$ cat config.mk
export PLATFORM = sky130hd
export DESIGN_NAME = alu_issue_ctrl_flat
export DESIGN_NICKNAME = d
export VERILOG_FILES = /design/src/rtl/alu_pkg.sv /design/src/rtl/alu_issue_ctrl_if.sv /design/src/rtl/alu_issue_ctrl_regfile.sv /design/src/rtl/alu_issue_ctrl.sv /design/src/flat_wrapper.sv
export SDC_FILE = /design/constraint.sdc
export NUM_CORES = 1
export LEC_CHECK = 0
export CAP_MARGIN = 10
export CORE_ASPECT_RATIO = 1.5
export CORE_UTILIZATION = 40
export CTS_CLUSTER_DIAMETER = 40
export CTS_CLUSTER_SIZE = 28
export DETAILED_ROUTE_END_ITERATION = 7
export PLACE_DENSITY = 0.72
export SLEW_MARGIN = 20
export SYNTH_ARGS = -nofsm -noshare
export SYNTH_HDL_FRONTEND = slang
export SYNTH_HIERARCHICAL = 1
export SYNTH_SLANG_ARGS = --single-unit
export TNS_END_PERCENT = 100
$ cat constraint.sdc
create_clock -name clk -period 2.3 [get_ports clk]
set_input_delay 0.69 -clock clk [delete_from_list [all_inputs] [get_ports clk]]
set_output_delay 0.69 -clock clk [all_outputs]
set_load 0.01 [all_outputs]
$ cat src/rtl/alu_pkg.sv
// Shared constants for the ALU issue controller: widths, flag bit positions,
// FSM encoding and a flag-packing helper.
package alu_pkg;
    localparam int ALU_W  = 8;
    localparam int OPC_W  = 4;
    localparam int NREG   = 4;
    localparam int RIDX_W = $clog2(NREG);

    // Bit positions inside flags_q
    localparam int FLAG_Z    = 0;
    localparam int FLAG_CY   = 1;
    localparam int FLAG_SIGN = 2;

    localparam logic [1:0] ST_IDLE = 2'd0;
    localparam logic [1:0] ST_EXEC = 2'd1;
    localparam logic [1:0] ST_DONE = 2'd2;

    function automatic logic [2:0] pack_flags(input logic z, input logic cy, input logic sign);
        logic [2:0] f;
        f            = '0;
        f[FLAG_Z]    = z;
        f[FLAG_CY]   = cy;
        f[FLAG_SIGN] = sign;
        return f;
    endfunction
endpackage

$ cat src/rtl/alu_issue_ctrl_if.sv
// Bus between the issue controller, its instruction source and the ALU.
// master = instruction source + ALU side, slave = the controller.
interface alu_issue_ctrl_if;
    import alu_pkg::*;

    logic              instr_valid;
    logic              instr_ready;
    logic [OPC_W-1:0]  instr_opcode;
    logic [RIDX_W-1:0] instr_rd;
    logic [RIDX_W-1:0] instr_rs;
    logic [ALU_W-1:0]  instr_imm;
    logic              instr_use_imm;
    logic              instr_load;
    logic              instr_wb;

    logic [ALU_W-1:0]  operand_1;
    logic [ALU_W-1:0]  operand_2;
    logic [OPC_W-1:0]  opcode;
    logic [ALU_W-1:0]  alu_out;
    logic              z_flag;
    logic              cy_flag;
    logic              sign_flag;

    logic [2:0]        flags_q;
    logic              res_valid;
    logic [ALU_W-1:0]  res_data;
    logic              busy;

    modport master (
        output instr_valid, instr_opcode, instr_rd, instr_rs, instr_imm,
               instr_use_imm, instr_load, instr_wb,
               alu_out, z_flag, cy_flag, sign_flag,
        input  instr_ready, operand_1, operand_2, opcode,
               flags_q, res_valid, res_data, busy
    );

    modport slave (
        input  instr_valid, instr_opcode, instr_rd, instr_rs, instr_imm,
               instr_use_imm, instr_load, instr_wb,
               alu_out, z_flag, cy_flag, sign_flag,
        output instr_ready, operand_1, operand_2, opcode,
               flags_q, res_valid, res_data, busy
    );
endinterface

$ cat src/rtl/alu_issue_ctrl_regfile.sv
// NREGS x DATA_W register file: two combinational read ports, one
// synchronous write port, asynchronous clear.
module regfile #(
    parameter int DATA_W = 8,
    parameter int NREGS  = 4,
    parameter int AW     = $clog2(NREGS)
) (
    input  logic              clk,
    input  logic              rst,
    input  logic [AW-1:0]     ra_a,
    output logic [DATA_W-1:0] rd_a,
    input  logic [AW-1:0]     ra_b,
    output logic [DATA_W-1:0] rd_b,
    input  logic              we,
    input  logic [AW-1:0]     wa,
    input  logic [DATA_W-1:0] wd
);
    logic [NREGS-1:0][DATA_W-1:0] mem;

    // Single write port; reset clears every entry
    always_ff @(posedge clk or posedge rst) begin
        if (rst) begin
            mem <= '0;
        end else if (we) begin
            mem[wa] <= wd;
        end
    end

    // Reads see the pre-write value within the writing cycle
    assign rd_a = mem[ra_a];
    assign rd_b = mem[ra_b];
endmodule

$ cat src/rtl/alu_issue_ctrl.sv
// Issue controller for the 8-bit ALU: accepts one instruction at a time,
// drives registered operands/opcode, captures result and flags.
module alu_issue_ctrl
    import alu_pkg::*;
#(
    parameter int DATA_W = ALU_W,  // must match the ALU width
    parameter int NREGS  = NREG
) (
    input  logic          clk,
    input  logic          rst,
    alu_issue_ctrl_if.slave bus
);
    localparam int AW = $clog2(NREGS);

    logic [1:0]        state;
    logic              wb_q;
    logic [AW-1:0]     rd_q;
    logic [DATA_W-1:0] op1_q, op2_q, res_q;
    logic [OPC_W-1:0]  opc_q;
    logic [2:0]        flags_r;

    logic [DATA_W-1:0] r_a, r_b;
    logic              rf_we;
    logic [AW-1:0]     rf_wa;
    logic [DATA_W-1:0] rf_wd;
    logic              accept;

    assign accept = bus.instr_valid && (state == ST_IDLE);

    // Write port mux: load immediate at accept, or ALU result at end of EXEC
    always_comb begin
        rf_we = 1'b0;
        rf_wa = rd_q;
        rf_wd = bus.alu_out;
        if (accept && bus.instr_load) begin
            rf_we = 1'b1;
            rf_wa = bus.instr_rd;
            rf_wd = bus.instr_imm;
        end else if (state == ST_EXEC && wb_q) begin
            rf_we = 1'b1;
        end
    end

    regfile #(.DATA_W(DATA_W), .NREGS(NREGS)) u_rf (
        .clk  (clk),
        .rst  (rst),
        .ra_a (bus.instr_rd),
        .rd_a (r_a),
        .ra_b (bus.instr_rs),
        .rd_b (r_b),
        .we   (rf_we),
        .wa   (rf_wa),
        .wd   (rf_wd)
    );

    // FSM plus operand/result/flag registers; reset drops any in-flight op
    always_ff @(posedge clk or posedge rst) begin
        if (rst) begin
            state   <= ST_IDLE;
            wb_q    <= 1'b0;
            rd_q    <= '0;
            op1_q   <= '0;
            op2_q   <= '0;
            opc_q   <= '0;
            res_q   <= '0;
            flags_r <= '0;
        end else begin
            case (state)
                ST_IDLE: if (accept) begin
                    if (bus.instr_load) begin
                        res_q <= bus.instr_imm;
                        state <= ST_DONE;
                    end else begin
                        op1_q <= r_a;
                        op2_q <= bus.instr_use_imm ? bus.instr_imm : r_b;
                        opc_q <= bus.instr_opcode;
                        wb_q  <= bus.instr_wb;
                        rd_q  <= bus.instr_rd;
                        state <= ST_EXEC;
                    end
                end
                ST_EXEC: begin
                    // Flags update even when the result is not written back
                    res_q   <= bus.alu_out;
                    flags_r <= pack_flags(bus.z_flag, bus.cy_flag, bus.sign_flag);
                    state   <= ST_DONE;
                end
                ST_DONE: state <= ST_IDLE;
                default: state <= ST_IDLE;
            endcase
        end
    end

    assign bus.instr_ready = (state == ST_IDLE);
    assign bus.busy        = (state != ST_IDLE);
    assign bus.res_valid   = (state == ST_DONE);
    assign bus.res_data    = res_q;
    assign bus.flags_q     = flags_r;
    assign bus.operand_1   = op1_q;
    assign bus.operand_2   = op2_q;
    assign bus.opcode      = opc_q;
endmodule

$ cat src/flat_wrapper.sv
// flat-port wrapper written by rule: the top's interface ports become plain ports
module alu_issue_ctrl_flat import alu_pkg::*;
#(
    parameter int DATA_W = ALU_W,                             
    parameter int NREGS  = NREG
)
  (clk, rst, bus_instr_valid, bus_instr_opcode, bus_instr_rd, bus_instr_rs, bus_instr_imm, bus_instr_use_imm, bus_instr_load, bus_instr_wb, bus_alu_out, bus_z_flag, bus_cy_flag, bus_sign_flag, bus_instr_ready, bus_operand_1, bus_operand_2, bus_opcode, bus_flags_q, bus_res_valid, bus_res_data, bus_busy);
  alu_issue_ctrl_if bus_i ();
  input  logic clk;
  input  logic rst;
  input wire logic [$bits(bus_i.instr_valid)-1:0] bus_instr_valid;
  input wire logic [$bits(bus_i.instr_opcode)-1:0] bus_instr_opcode;
  input wire logic [$bits(bus_i.instr_rd)-1:0] bus_instr_rd;
  input wire logic [$bits(bus_i.instr_rs)-1:0] bus_instr_rs;
  input wire logic [$bits(bus_i.instr_imm)-1:0] bus_instr_imm;
  input wire logic [$bits(bus_i.instr_use_imm)-1:0] bus_instr_use_imm;
  input wire logic [$bits(bus_i.instr_load)-1:0] bus_instr_load;
  input wire logic [$bits(bus_i.instr_wb)-1:0] bus_instr_wb;
  input wire logic [$bits(bus_i.alu_out)-1:0] bus_alu_out;
  input wire logic [$bits(bus_i.z_flag)-1:0] bus_z_flag;
  input wire logic [$bits(bus_i.cy_flag)-1:0] bus_cy_flag;
  input wire logic [$bits(bus_i.sign_flag)-1:0] bus_sign_flag;
  output wire logic [$bits(bus_i.instr_ready)-1:0] bus_instr_ready;
  output wire logic [$bits(bus_i.operand_1)-1:0] bus_operand_1;
  output wire logic [$bits(bus_i.operand_2)-1:0] bus_operand_2;
  output wire logic [$bits(bus_i.opcode)-1:0] bus_opcode;
  output wire logic [$bits(bus_i.flags_q)-1:0] bus_flags_q;
  output wire logic [$bits(bus_i.res_valid)-1:0] bus_res_valid;
  output wire logic [$bits(bus_i.res_data)-1:0] bus_res_data;
  output wire logic [$bits(bus_i.busy)-1:0] bus_busy;
  assign bus_i.instr_valid = bus_instr_valid;
  assign bus_i.instr_opcode = bus_instr_opcode;
  assign bus_i.instr_rd = bus_instr_rd;
  assign bus_i.instr_rs = bus_instr_rs;
  assign bus_i.instr_imm = bus_instr_imm;
  assign bus_i.instr_use_imm = bus_instr_use_imm;
  assign bus_i.instr_load = bus_instr_load;
  assign bus_i.instr_wb = bus_instr_wb;
  assign bus_i.alu_out = bus_alu_out;
  assign bus_i.z_flag = bus_z_flag;
  assign bus_i.cy_flag = bus_cy_flag;
  assign bus_i.sign_flag = bus_sign_flag;
  assign bus_instr_ready = bus_i.instr_ready;
  assign bus_operand_1 = bus_i.operand_1;
  assign bus_operand_2 = bus_i.operand_2;
  assign bus_opcode = bus_i.opcode;
  assign bus_flags_q = bus_i.flags_q;
  assign bus_res_valid = bus_i.res_valid;
  assign bus_res_data = bus_i.res_data;
  assign bus_busy = bus_i.busy;
  alu_issue_ctrl #(.DATA_W(DATA_W), .NREGS(NREGS)) u_core (.clk(clk), .rst(rst), .bus(bus_i));
endmodule
**Yosys cells after proc, flatten, opt, wreduce, memory -nomap -nowiden**

Cells that the tools add are included.

- Word-level logic and storage cells: 48
- Register bits after elaboration: 68
- Input port bits: 33
- Memories kept: 0
- Latch bits: 0
- ROM bits: 0
- Memory bits (writable): 0

- Multiply operators: 0
- Add/subtract/negate cells: 0
- Order comparisons: 4
- Muxes and demuxes: 18
- Shift-type cells: 0
- Reduce and logical (&&, ||, !) cells: 9
- Equality and inequality tests: 4
- Bitwise gates (word level): 1
- Div/mod/pow operators: 0

Operators with widths:

| kind | count |
|---|---|
| two-way mux 8 bit | 7 |
| binary-select mux 8 bit (select 2 bit) | 2 |
| bitwise mux 32 bit | 1 |
| demux 8 bit (select 2 bit) | 1 |
| one-hot mux 8 bit (2 select lines) | 1 |
| < comparator 2 x 3 -> 1 bit, second input constant | 3 |
| two-way mux 2 bit | 3 |
| AND reduction 3 bit | 2 |
| logical AND 1 bit | 4 |
| one-hot mux 2 bit (2 select lines) | 1 |
| nonzero test 2 bit | 2 |
| == test 2 x 1 -> 1 bit, second input constant | 1 |
| == test 2 bit, second input constant | 1 |
| >= comparator 2 x 1 -> 1 bit, second input constant | 1 |
| logical NOT 2 bit | 1 |
| two-way mux 1 bit | 2 |
| != test 2 x 1 -> 1 bit, second input constant | 1 |
| != test 2 bit, second input constant | 1 |
| NOT 1 bit | 1 |

**Depth between registers and ports, before layout**

- Depth after elaboration: 9
- Mapped depth: 6

**Cells and area by module**

Netlist, hierarchy kept.

By module, submodules not included:

| module | area each (um2) | instances | cells each | seq. area each (um2) |
|---|---|---|---|---|
| alu_issue_ctrl | 1709.1 | 1 | 120 | 900.9 |
| regfile | 1596.5 | 1 | 89 | 800.8 |

**Worst setup path after synthesis**

No wires, ideal clock.

- Kind: register to register
- Start: register u_core.state[1]
- End: register u_core/u_rf/mem[0] in the netlist's numbering
- Library setup time: 0.125 ns
- Cell stages (with the launch flop): 7
- Data required time: 2.175 ns
- Buffers on the path: 1
- Arrival time: 2.151 ns
- Setup slack: 0.025 ns
- Period minus slack after synthesis: 2.275 ns
- Path through: dfrtp_1 nor2_1 and3_4 buf_6 mux2_2 nor3b_4 mux2_2

- Word-level cells in the longest chain between the ends: 9
- Elaborated cells on any way between the ends: 15

RTL lines:

| element | line | RTL |
|---|---|---|
| from (decl) | alu_issue_ctrl.sv:15 | `logic [1:0] state;` |
| from (signal assigned) | alu_issue_ctrl.sv:59 | `state <= ST_IDLE;` |
| from (signal assigned) | alu_issue_ctrl.sv:72 | `state <= ST_DONE;` |
| from (signal assigned) | alu_issue_ctrl.sv:79 | `state <= ST_EXEC;` |
| logical NOT 2 bit * | - |  |
| named net bus_instr_ready | flat_wrapper.sv:23 | `output wire logic [$bits(bus_i.instr_ready)-1:0] bus_instr_ready;` |
| logical AND 1 bit * | alu_issue_ctrl.sv:28 | `assign accept = bus.instr_valid && (state == ST_IDLE);` |
| logical AND 1 bit * | alu_issue_ctrl.sv:35 | `if (accept && bus.instr_load) begin` |
| two-way mux 2 bit * | alu_issue_ctrl.sv:35 |  |
| named net u_core.rf_wa[0] | alu_issue_ctrl.sv:24 | `logic [AW-1:0] rf_wa;` |
| < comparator 2 x 3 -> 1 bit (implied by the code) or >= comparator 2 x 1 -> 1 bit (tied branches) | alu_issue_ctrl_regfile.sv:25 | `mem[wa] <= wd;` |
| logical AND 1 bit (implied by the code) | alu_issue_ctrl_regfile.sv:25 |  |
| two-way mux 8 bit (implied by the code) | alu_issue_ctrl_regfile.sv:25 |  |
| demux 8 bit (select 2 bit) * | alu_issue_ctrl_regfile.sv:25 |  |
| bitwise mux 32 bit * | alu_issue_ctrl_regfile.sv:25 |  |
| to (signal, indexed assignment) | alu_issue_ctrl_regfile.sv:25 |  |
| to (decl) | alu_issue_ctrl_regfile.sv:18 | `logic [NREGS-1:0][DATA_W-1:0] mem;` |

The timed path passes the listed nets; every way through them passes the cells marked *.
A chain may end at the register's enable or synchronous reset.

**Worst setup path after layout**

- Start: register u_core.state[1]
- End: output port bus_res_valid

- Word-level cells in the longest chain between the ends: 1

RTL lines:

| element | line | RTL |
|---|---|---|
| == test 2 bit | alu_issue_ctrl.sv:96 | `assign bus.res_valid = (state == ST_DONE);` |
| to (decl) | flat_wrapper.sv:28 | `output wire logic [$bits(bus_i.res_valid)-1:0] bus_res_valid;` |

Every way passes these cells.

==> out/qor.csv <==
metric;value;unit
cts_root_buffer;clkbuf_16;
r2r_cells;6;
worst_pin_slew;0.477;ns
skew;0.00392;ns
yosys_register_bits;68;
avgRoutedWirePerCell;17.3;µm
synthMuxAreaShare;40.0;%
slew_violations;0;
routed_wl;6.97;mm
cp_data_arrival_time;1.50;ns
grt_first_pass_wirelength;11.6;mm
start_kind;flop;
gp_congestion;0.731;
top_layer_used;met4;
antenna_found_initial;0;
viasPerCell;5.08;
fill_cells;656;
antennaDiodeCount;0;
wl_met1;2.84;mm
setup_viol;0;
cts.clk_slew.worst_paths;0.05;ns
die_y;113;µm
nets;327;
drt-pass1-iter-count;4;
grt_pass1_vias;2155;
hold_viol;0;
syn_avg_cell_area;15.8;µm²
worstPathRequired;1.61;ns
p_leak;0.00191;µW
power_density;1090;nW/µm²
cts_made_buffers;9;
drive_gt1_share;44.3;%
fmax;0.456;GHz
r2r-end;u_core/u_rf/mem[2];
grt-ovfl-total;0;
clk_latency;0.33;ns
worstSetupStartpoint;u_core/state[1];
critPathMaxFanout;4;
ys_seq_area_share;51.5;%
tns;0;ns
cts.sinks;68;
cts.hold.buffers_added;0;
hpwl;5.09;mm
rsz0062_at_grt;no;
fin_crit_sh;95.3;%
synthSimpleGateAreaFrac;4.28;%
synth_cell_types;21;
final_util;56.4;%
h-tree-depth;3;
vdd_ir_drop_max;0.430;mV
die_w;76.2;µm
cts_tree;built;
max_slew_margin;68.2;%
dr_wl_met3;247;µm
synth_top_family_by_area;multiplexers;
io_pins;67;
cts_setup_buffers;0;
postRouteAntennaNets;0;
grt_max_degree;37;
netlist_area;3310;µm²
yosys.area_share.xor_xnor;0;%
area_growth;36.6;%
port_buffers;66;
synth_compound_area_share;1.59;%
syn_nets;242;
status;complete, no violations;
hold_path_class;reg -> reg;
core_region_area;8010;µm²
start_util;41.3;%
worstSetupPathType;reg -> out;
clock_path_buffers;2;
rows;40;
drt_iter0_drc;63;
r2r_start;u_core/state[0];
rrSetupSlack;0.26;ns
cp-endpoint;bus_res_valid;
met2WireLength;3.74;mm
remaining_drc_errors;0;
track_usage;18.1;%
power;4900;µW
die_area;8640;µm²
ys_warn_count;6;
min_period;2.19;ns
synth_fa_ha_area_share;0;%
maxCapViolCount;0;
end_kind;output port;
num_vias;2048;
syn_inst;209;
-- cells in the final DEF (no fill, tap or decap), types with 2 or more instances in the layout --
cell | synthesis | routed
a21oi_1 | 9 | 9
dlymetal6s2s_1 | 0 | 2
nor2_1 | 9 | 8
mux2_4 | 7 | 9
clkbuf_16 | 0 | 9
mux2i_1 | 8 | 8
dfrtp_1 | 68 | 68
mux4_2 | 16 | 16
buf_12 | 0 | 4
inv_1 | 3 | 3
nor2_2 | 1 | 2
mux2_2 | 69 | 67
clkbuf_1 | 0 | 3
nand3b_2 | 2 | 2
clkdlybuf4s50_1 | 0 | 64
buf_4 | 1 | 14
-- report_power, final --
part | total [µW] | switching [µW] | internal (µW)
sequential | 1980 | 297 | 1690
combinational | 1590 | 529 | 1070
clock | 1330 | 465 | 861
-- sequential cells by signal, summed over array words and instances, names as in the netlist --
register / cells
u_core/bus.opcode: 4
u_core/bus.res_data: 8
u_core/bus.operand_1: 8
u_core/wb_q: 1
u_core/rd_q: 2
u_core/u_rf/mem: 32
u_core/bus.operand_2: 8
u_core/state: 2
u_core/bus.flags_q: 3
-- cell type report --
class | count | area, µm² | share of cell area [%]
Sequential cell | 68 | 1700 | 37.7
Clock buffer | 13 | 250 | 5.54
Tap cell | 105 | 131 | 2.91
Timing Repair Buffer | 84 | 851 | 18.8
Inverter | 3 | 11.3 | 0.249
Clock inverter | 2 | 35.0 | 0.776
Multi-Input combinational cell | 128 | 1530 | 34.0
-- critical path: stages, from the launching register on --
cell and delay (ns):
dfrtp_1 0.36, buf_4 0.15, nor2b_1 0.13, clkdlybuf4s50_1 0.53
-- repair_timing --
action	in CTS	in global routing
resized for setup	3	3
pin swaps	1	2
endpoints found under the setup margin	8	16
-- through the flow --
| step | cell area (µm²) | std cells | worst slack (ns) | hold slack (ns) |
|---|---|---|---|---|
| finish | 4510 | 403 | 0.109 | 0.502 |
| global route | 4510 | 403 | 0.0341 | 0.514 |
| CTS | 4510 | 403 | 0.0291 | 0.506 |
| detailed placement | 4210 | 388 | -0.389 | 0.494 |
| global placement | 4210 | 388 | -0.332 | 0.489 |
| floorplan | 3310 | 209 | 0.0246 | 0.477 |
-- synth_stat cells --
cell type	n	area (µm²)
nor2_1	9	33.8
a21o_1	1	7.51
nor4b_4	1	23.8
buf_2	4	20.0
mux2_4	7	105
buf_1	1	3.75
nor3b_4	1	18.8
mux4_2	16	360
mux2i_1	8	80.1
and3_4	1	11.3
buf_4	1	7.51
nand3b_2	2	22.5
nor2b_2	1	8.76
inv_1	3	11.3
dfrtp_1	68	1700
nor2b_1	1	6.26
a21oi_1	9	45.0
nor2_2	1	6.26
buf_6	4	45.0
mux2_2	69	777
nand3_2	1	10.0
-- worst min-delay path by stage --
stage	start	end	slack, ns	cells past startpoint
after floorplan	u_core/rd_q[0]	u_core/rd_q[0]	0.48	1
after global placement	u_core/bus.operand_1[7]	u_core/bus.operand_1[7]	0.49	1
after detailed placement	u_core/bus.operand_1[5]	u_core/bus.operand_1[5]	0.49	1
after CTS	u_core/bus.operand_1[3]	u_core/bus.operand_1[3]	0.51	1
after global routing	u_core/bus.operand_1[3]	u_core/bus.operand_1[3]	0.51	1
final	u_core/bus.operand_1[3]	u_core/bus.operand_1[3]	0.50	1
-- layer usage --
metal / vias to the layer above / global-route usage, %
li1: 951 / -
met1: 1048 / 21.4
met2: 40 / 30.3
met3: 9 / 5.40
met4: 0 / 8.08
met5: - / 0
-- kinds of logic (layout without fill, tap and decap cells) --
family / Yosys count / after routing
DFF: 68 / 68
AOI/OAI and AO/OA: 10 / 10
and+or+nand+nor: 18 / 18
buffers and inverters: 13 / 102
muxes: 100 / 100
No activity file was read; power rests on OpenSTA's default activity.
